`src/rtl/gate_sweep_controller.sv`:
```
// Exhaustive truth-table sweeper for a 3-input combinational gate (A,B,C -> F).
// Drives vectors 0..7 in order, holds each SETTLE_CYCLES+1 cycles, samples F on the last
// of them, then compares the 8 captured bits against EXPECT and reports pass/fail.
// Ports: clk, rst_n (async, active-low); start (sampled in IDLE), abort (honoured while busy),
//        f_in (gate output); drive_a/b/c (vector bits 2/1/0), busy, done (1-cycle pulse),
//        pass, captured[7:0], fail_mask[7:0] (held until the next accepted start).
module gate_sweep_controller #(
  parameter int unsigned SETTLE_CYCLES = 2,
  parameter logic [7:0]  EXPECT        = 8'h54
) (
  input  logic       clk,
  input  logic       rst_n,
  input  logic       start,
  input  logic       abort,
  input  logic       f_in,
  output logic       drive_a,
  output logic       drive_b,
  output logic       drive_c,
  output logic       busy,
  output logic       done,
  output logic       pass,
  output logic [7:0] captured,
  output logic [7:0] fail_mask
);

  typedef enum logic [1:0] {
    S_IDLE   = 2'd0,
    S_SETTLE = 2'd1,
    S_SAMPLE = 2'd2,
    S_DONE   = 2'd3
  } state_t;

  // With zero settle time every vector goes straight to SAMPLE; the counter is then unused.
  localparam int unsigned CNT_INIT_I = (SETTLE_CYCLES == 0) ? 0 : SETTLE_CYCLES - 1;
  localparam logic [3:0]  CNT_INIT   = CNT_INIT_I[3:0];
  localparam state_t      S_FIRST    = (SETTLE_CYCLES == 0) ? S_SAMPLE : S_SETTLE;

  state_t     r_state;
  logic [2:0] r_idx;
  logic [3:0] r_cnt;
  logic [2:0] r_drive;
  logic       r_busy;
  logic       r_done;
  logic       r_pass;
  logic [7:0] r_captured;
  logic [7:0] r_fail_mask;

  // Full result as it will look once the last vector's bit lands, so pass/fail_mask are
  // already valid in the DONE cycle.
  logic [7:0] w_final;
  assign w_final = {f_in, r_captured[6:0]};

  always_ff @(posedge clk or negedge rst_n) begin
    if (!rst_n) begin
      r_state     <= S_IDLE;
      r_idx       <= 3'd0;
      r_cnt       <= 4'd0;
      r_drive     <= 3'd0;
      r_busy      <= 1'b0;
      r_done      <= 1'b0;
      r_pass      <= 1'b0;
      r_captured  <= 8'h00;
      r_fail_mask <= 8'h00;
    end else begin
      r_done <= 1'b0;
      case (r_state)
        S_IDLE: begin
          // abort is irrelevant here, so start always wins
          if (start) begin
            r_captured  <= 8'h00;
            r_pass      <= 1'b0;
            r_fail_mask <= 8'h00;
            r_idx       <= 3'd0;
            r_cnt       <= CNT_INIT;
            r_drive     <= 3'd0;
            r_busy      <= 1'b1;
            r_state     <= S_FIRST;
          end
        end
        S_SETTLE: begin
          if (abort) begin
            r_state <= S_IDLE;
            r_idx   <= 3'd0;
            r_cnt   <= 4'd0;
            r_drive <= 3'd0;
            r_busy  <= 1'b0;
          end else if (r_cnt == 4'd0) begin
            r_state <= S_SAMPLE;
          end else begin
            r_cnt <= r_cnt - 4'd1;
          end
        end
        S_SAMPLE: begin
          if (abort) begin
            // the bit of the aborted sample cycle is deliberately not written
            r_state <= S_IDLE;
            r_idx   <= 3'd0;
            r_cnt   <= 4'd0;
            r_drive <= 3'd0;
            r_busy  <= 1'b0;
          end else begin
            r_captured[r_idx] <= f_in;
            if (r_idx == 3'd7) begin
              r_state     <= S_DONE;
              r_idx       <= 3'd0;
              r_drive     <= 3'd0;
              r_busy      <= 1'b0;
              r_done      <= 1'b1;
              r_pass      <= (w_final == EXPECT);
              r_fail_mask <= w_final ^ EXPECT;
            end else begin
              r_idx   <= r_idx + 3'd1;
              r_drive <= r_idx + 3'd1;
              r_cnt   <= CNT_INIT;
              r_state <= S_FIRST;
            end
          end
        end
        S_DONE: begin
          // start is ignored here; back-to-back sweeps get one IDLE cycle between them
          r_state <= S_IDLE;
        end
        default: begin
          r_state <= S_IDLE;
        end
      endcase
    end
  end

  assign drive_a   = r_drive[2];
  assign drive_b   = r_drive[1];
  assign drive_c   = r_drive[0];
  assign busy      = r_busy;
  assign done      = r_done;
  assign pass      = r_pass;
  assign captured  = r_captured;
  assign fail_mask = r_fail_mask;

endmodule

```
`config.mk`:
```
export PLATFORM = sky130hd
export DESIGN_NAME = gate_sweep_controller
export DESIGN_NICKNAME = d
export VERILOG_FILES = /design/src/rtl/gate_sweep_controller.sv
export SDC_FILE = /design/constraint.sdc
export NUM_CORES = 1
export LEC_CHECK = 0
export CORE_MARGIN = 5
export CORE_UTILIZATION = 45
export DETAILED_ROUTE_END_ITERATION = 12
export GPL_TIMING_DRIVEN = 0
export PLACE_DENSITY = 0.81
export SLEW_MARGIN = 20
export SYNTH_ARGS = -nofsm -noshare
export SYNTH_HDL_FRONTEND = slang
export SYNTH_SLANG_ARGS = --single-unit
export TNS_END_PERCENT = 10
```
`constraint.sdc`:
```
create_clock -name clk -period 1.8 [get_ports clk]
set_input_delay 0.27 -clock clk [delete_from_list [all_inputs] [get_ports clk]]
set_output_delay 0.27 -clock clk [all_outputs]
set_load 0.03 [all_outputs]
```
---- Word-level counts from Yosys, hierarchy flattened ----
Index checks and enable logic that the tools add are counted.
word-level totals
  register bits ........................... 28
operators by class
  add/subtract/negate cells ............... 2
  magnitude comparators ................... 2
  eq/ne operators ......................... 13
  multiplexer cells ....................... 38
  bitwise gates (word level) .............. 1
  reduce and logical (&&, ||, !) cells .... 11
operator list
  operator                                                                count
  8-bit 2-to-1 mux                                                        4
  8-bit case mux with 2 select lines                                      2
  4-bit 2-to-1 mux                                                        5
  3-bit 2-to-1 mux                                                        4
  3-bit != test (second input constant)                                   4
  4-bit case mux with 3 select lines                                      1
  4-bit AND reduction                                                     3
  1-bit 2-to-1 mux                                                        11
  2-bit 2-to-1 mux                                                        5
  3-bit case mux with 3 select lines                                      1
  8-bit bitwise mux                                                       1
  8-bit by 7-bit equality test with 1-bit output (second input constant)  1
  2-bit != test (second input constant)                                   4
  2-bit case mux with 4 select lines                                      1
  3-bit AND reduction                                                     2
  2-bit equality test (second input constant)                             2
  4-bit logical NOT                                                       1
  3-bit by 4-bit < comparator with 1-bit output (second input constant)   1
  4-bit by 1-bit subtractor with 4-bit output (second input constant)     1
  3-bit by 1-bit adder with 3-bit output (second input constant)          1
  1-bit demux with 3-bit select                                           1
  3-bit equality test (second input constant)                             1
  3-bit by 1-bit >= comparator with 1-bit output (second input constant)  1
  3-bit inverter                                                          1
  other kinds (8)                                                         8

---- Depth between registers and ports, before layout ----
  word-level depth ........................ 7
  gate-level depth with buffers ........... 8
  gate-level depth less buffers ........... 6

---- Least setup slack after synthesis ----
OpenSTA, ideal clock, no wires.
  path type ............................... register -> register
  start ................................... register r_drive[0] (netlist name)
  end ..................................... register r_pass (netlist: pass)
  setup time .............................. 0.103 ns
  arrival time ............................ 1.836 ns
  data required time ...................... 1.696 ns
  path slack .............................. -0.140 ns
  cell stages (with the launch flop) ...... 8
  path buffers ............................ 2
  period minus slack after synthesis ...... 1.940 ns
  cells stage by stage .................... dfrtp_1 > ha_1 > ha_1 > buf_4 > nand2b_1 > a211o_1 > buf_6 > o41ai_2
RTL lines
  element               line  RTL
  to (signal assigned)  109   r_pass <= (w_final == EXPECT);
  to (decl)             44    logic r_pass;

---- Worst setup path in the final report ----
  start ................................... register r_captured[0] (netlist: captured[0])
  end ..................................... output port captured[0]
RTL lines
  element                            line  RTL
  from (decl)                        45    logic [7:0] r_captured;
  from (signal, indexed assignment)  102   r_captured[r_idx] <= f_in;
  to (decl)                          22    output logic [7:0] captured,
No word-level cell between the ends.

==> flow_metrics.tcl <==
set metrics [dict create \
    outcome "finished clean" \
    finalNetCount 201 \
    slowest_delay_ns 0.71 \
    dpl_cell_area_mm2 0.00184 \
    ios 27 \
    syn_area_mm2 0.00151 \
    antenna_found_initial 0 \
    worst_pin_slew_ns 0.625 \
    critPathArrivalTime_ns 1.50 \
    power_mw 2.15 \
    grt_max_degree 29 \
    synth_warnings 0 \
    core_area_mm2 0.00328 \
    htree_num_levels 1 \
    placed_cells 221 \
    critPathRequiredTime_ns 1.53 \
    clock_path_buffers 2 \
    rows 21 \
    synthArstFlopShare 1.00 \
    drive_gt1_frac 0.160 \
    avgSynthCellArea_um2 10.1 \
    cts_root_buf "clkbuf_4" \
    hold_class "in2async" \
    die_area_mm2 0.00461 \
    report.final.hold_viol_count 0 \
    slew_violations 0 \
    crit_slowest_cell "clkdlybuf4s50_1" \
    postLayoutCellArea_mm2 0.00196 \
    fillCellCount 302 \
    setup_viol 0 \
    crit_family "buffers and inverters" \
    met3_usage 0.0230 \
    ant_nets 0 \
    maxCapViolations 0 \
    place_congestion 0.842 \
    wirelength_mm 3.59 \
    power_density_mw_per_mm2 1090 \
    grt_pass1_wl_mm 5.71 \
    gr-max-usage-layer "met2" \
    rsz0062_at_grt "false" \
    holdWs_ns 0.465 \
    min_period_ns 1.77 \
    clock-sinks 28 \
    end_kind "primary output" \
    drt_iter0_drc 63 \
    fin_crit_sh 0.981 \
    path_max_fanout 4 \
    portBuffers 26 \
    ir_drop_mv 0.636 \
    synth_flop_cell "dfrtp_1" \
    num_antenna_cells 0 \
    synth_edf_count 0 \
    cp-start-kind "flip-flop" \
    drc 0 \
    path_cells "clkdlybuf4s50_1" \
    fin_skew_ns 0.00358 \
    p_leak_nw 0.908 \
    dpl.hpwl_mm 2.60 \
    vias_per_cell 5.51 \
    post_drt_wl_per_cell_um 15.4 \
    gr-usage-all-layers 0.160 \
    grt_pass1_vias 1287 \
    grt_remaining_overflow 0 \
    ys_ff_latch 28 \
    cts_made_buffers 3 \
    met1_usage 0.182 \
    yosysUniqueCellTypes 40 \
    syn_inst 149 \
    clk_pin_slew_ns 0.16 \
    setup_slack_ns 0.0341 \
    criticalPathCategory "reg2out" \
    start_util 0.459 \
    gr-usage-met2 0.313 \
    die_w_um 67.9 \
    max_freq_mhz 566 \
    insertion_delay_ns 0.33 \
    fin_cells 233 \
    synth_nets 162 \
    die_y_um 67.9 \
    cts_tree "built" \
    synthToLayoutAreaGrowth_pct 30.2 \
    place_ws_ns -0.0965 \
    max_slew_margin 0.584 \
    ys_seq_area_frac 0.464 \
    crit_buf_inv 1 \
    dr.pass1.iters 4 \
    vias 1283 \
]
[layer usage]
| metal | wire length, um | share of wire | vias up |
|---|---|---|---|
| li1 | - | - | 609 |
| met1 | 1490 | 0.42 | 646 |
| met2 | 1940 | 0.54 | 26 |
| met3 | 140 | 0.039 | 2 |
| met4 | 14 | 0.0039 | 0 |
| met5 | 0 | 0 | - |
[power breakdown]
group	internal, mW	total (mW)	switching, mW
logic	0.480	1.08	0.603
clock network	0.124	0.316	0.192
registers	0.698	0.752	0.0538
total	1.30	2.15	0.849
[Yosys cell counts (2+ instances only)]
cell      count  area, um2
dfrtp_1      28        701
o21ai_0      16       80.1
nand2_1      15       56.3
inv_1        12       45.0
nand3_1      10       50.1
ha_1          8        100
a21boi_0      6       45.0
a22o_1        5       43.8
nor2b_1       5       31.3
a211o_1       4       35.0
nor2_1        4       15.0
a21oi_1       3       15.0
buf_6         3       33.8
nand2b_1      2       12.5
nor3_1        2       10.0
or2b_1        2       15.0
[cell type report]
| type | instances | area [um2] | share of cell area |
|---|---|---|---|
| Tap cell | 46 | 57.6 | 0.0293 |
| Timing Repair Buffer | 34 | 319 | 0.162 |
| Clock buffer | 4 | 36.3 | 0.0185 |
| Sequential cell | 28 | 704 | 0.359 |
| Multi-Input combinational cell | 103 | 748 | 0.381 |
| Inverter | 12 | 45.0 | 0.0229 |
| Buffer | 6 | 53.8 | 0.0274 |
[cell families after synthesis]
kind of cell / synth area share
adders and majority gates: 0.0663
muxes: 0.00663
and+or+nand+nor: 0.176
DFF: 0.464
AOI/OAI and AO/OA: 0.224
buffers and inverters: 0.0630
[through the flow]
step                       util   TNS, ns
after floorplan               -         0
after global placement    0.561   -0.0831
after detailed placement  0.559    -0.265
after CTS                 0.586  -0.00345
after global routing      0.598         0
final                     0.598         0
[state kept, by name, summed over array words and instances (netlist names)]
name       count
r_drive        3
r_cnt          4
captured       8
busy           1
r_state        2
fail_mask      8
done           1
pass           1
[final timing paths]
check / from / to / slack [ns] / depth (start not counted)
min reg2reg: fail_mask[4] / fail_mask[4] / 0.50 / 2
max reg2reg: r_state[0] / r_cnt[1] / 0.08 / 8
max: captured[0] / captured[0] / 0.03 / 1
min in group clk: fail_mask[4] / fail_mask[4] / 0.50 / 2
min: rst_n / fail_mask[6] / 0.47 / 2
max in group asynchronous: rst_n / r_drive[1] / 0.89 / 2
[what timing repair did]
action                                  in CTS  in global routing
resized for setup                            2                  9
endpoints found under the setup margin       9                 18
hold buffers                                 1                  0
endpoints found under the hold margin       28                  0
pin swaps                                    0                  2
setup buffers                                5                  2
[placed cells by master, fill, tap and decap left out, drive strengths merged, types with 5 or more instances in the layout]
cell type | Yosys | final
ha | 8 | 8
a22o | 5 | 5
clkdlybuf4s50 | 0 | 23
buf | 5 | 13
a21boi | 6 | 6
nor2b | 6 | 6
dfrtp | 28 | 28
clkbuf | 1 | 5
inv | 12 | 12
nand2 | 15 | 15
o21ai | 16 | 16
nand3 | 10 | 10
Note: power is estimated with default switching activity, not from simulation.
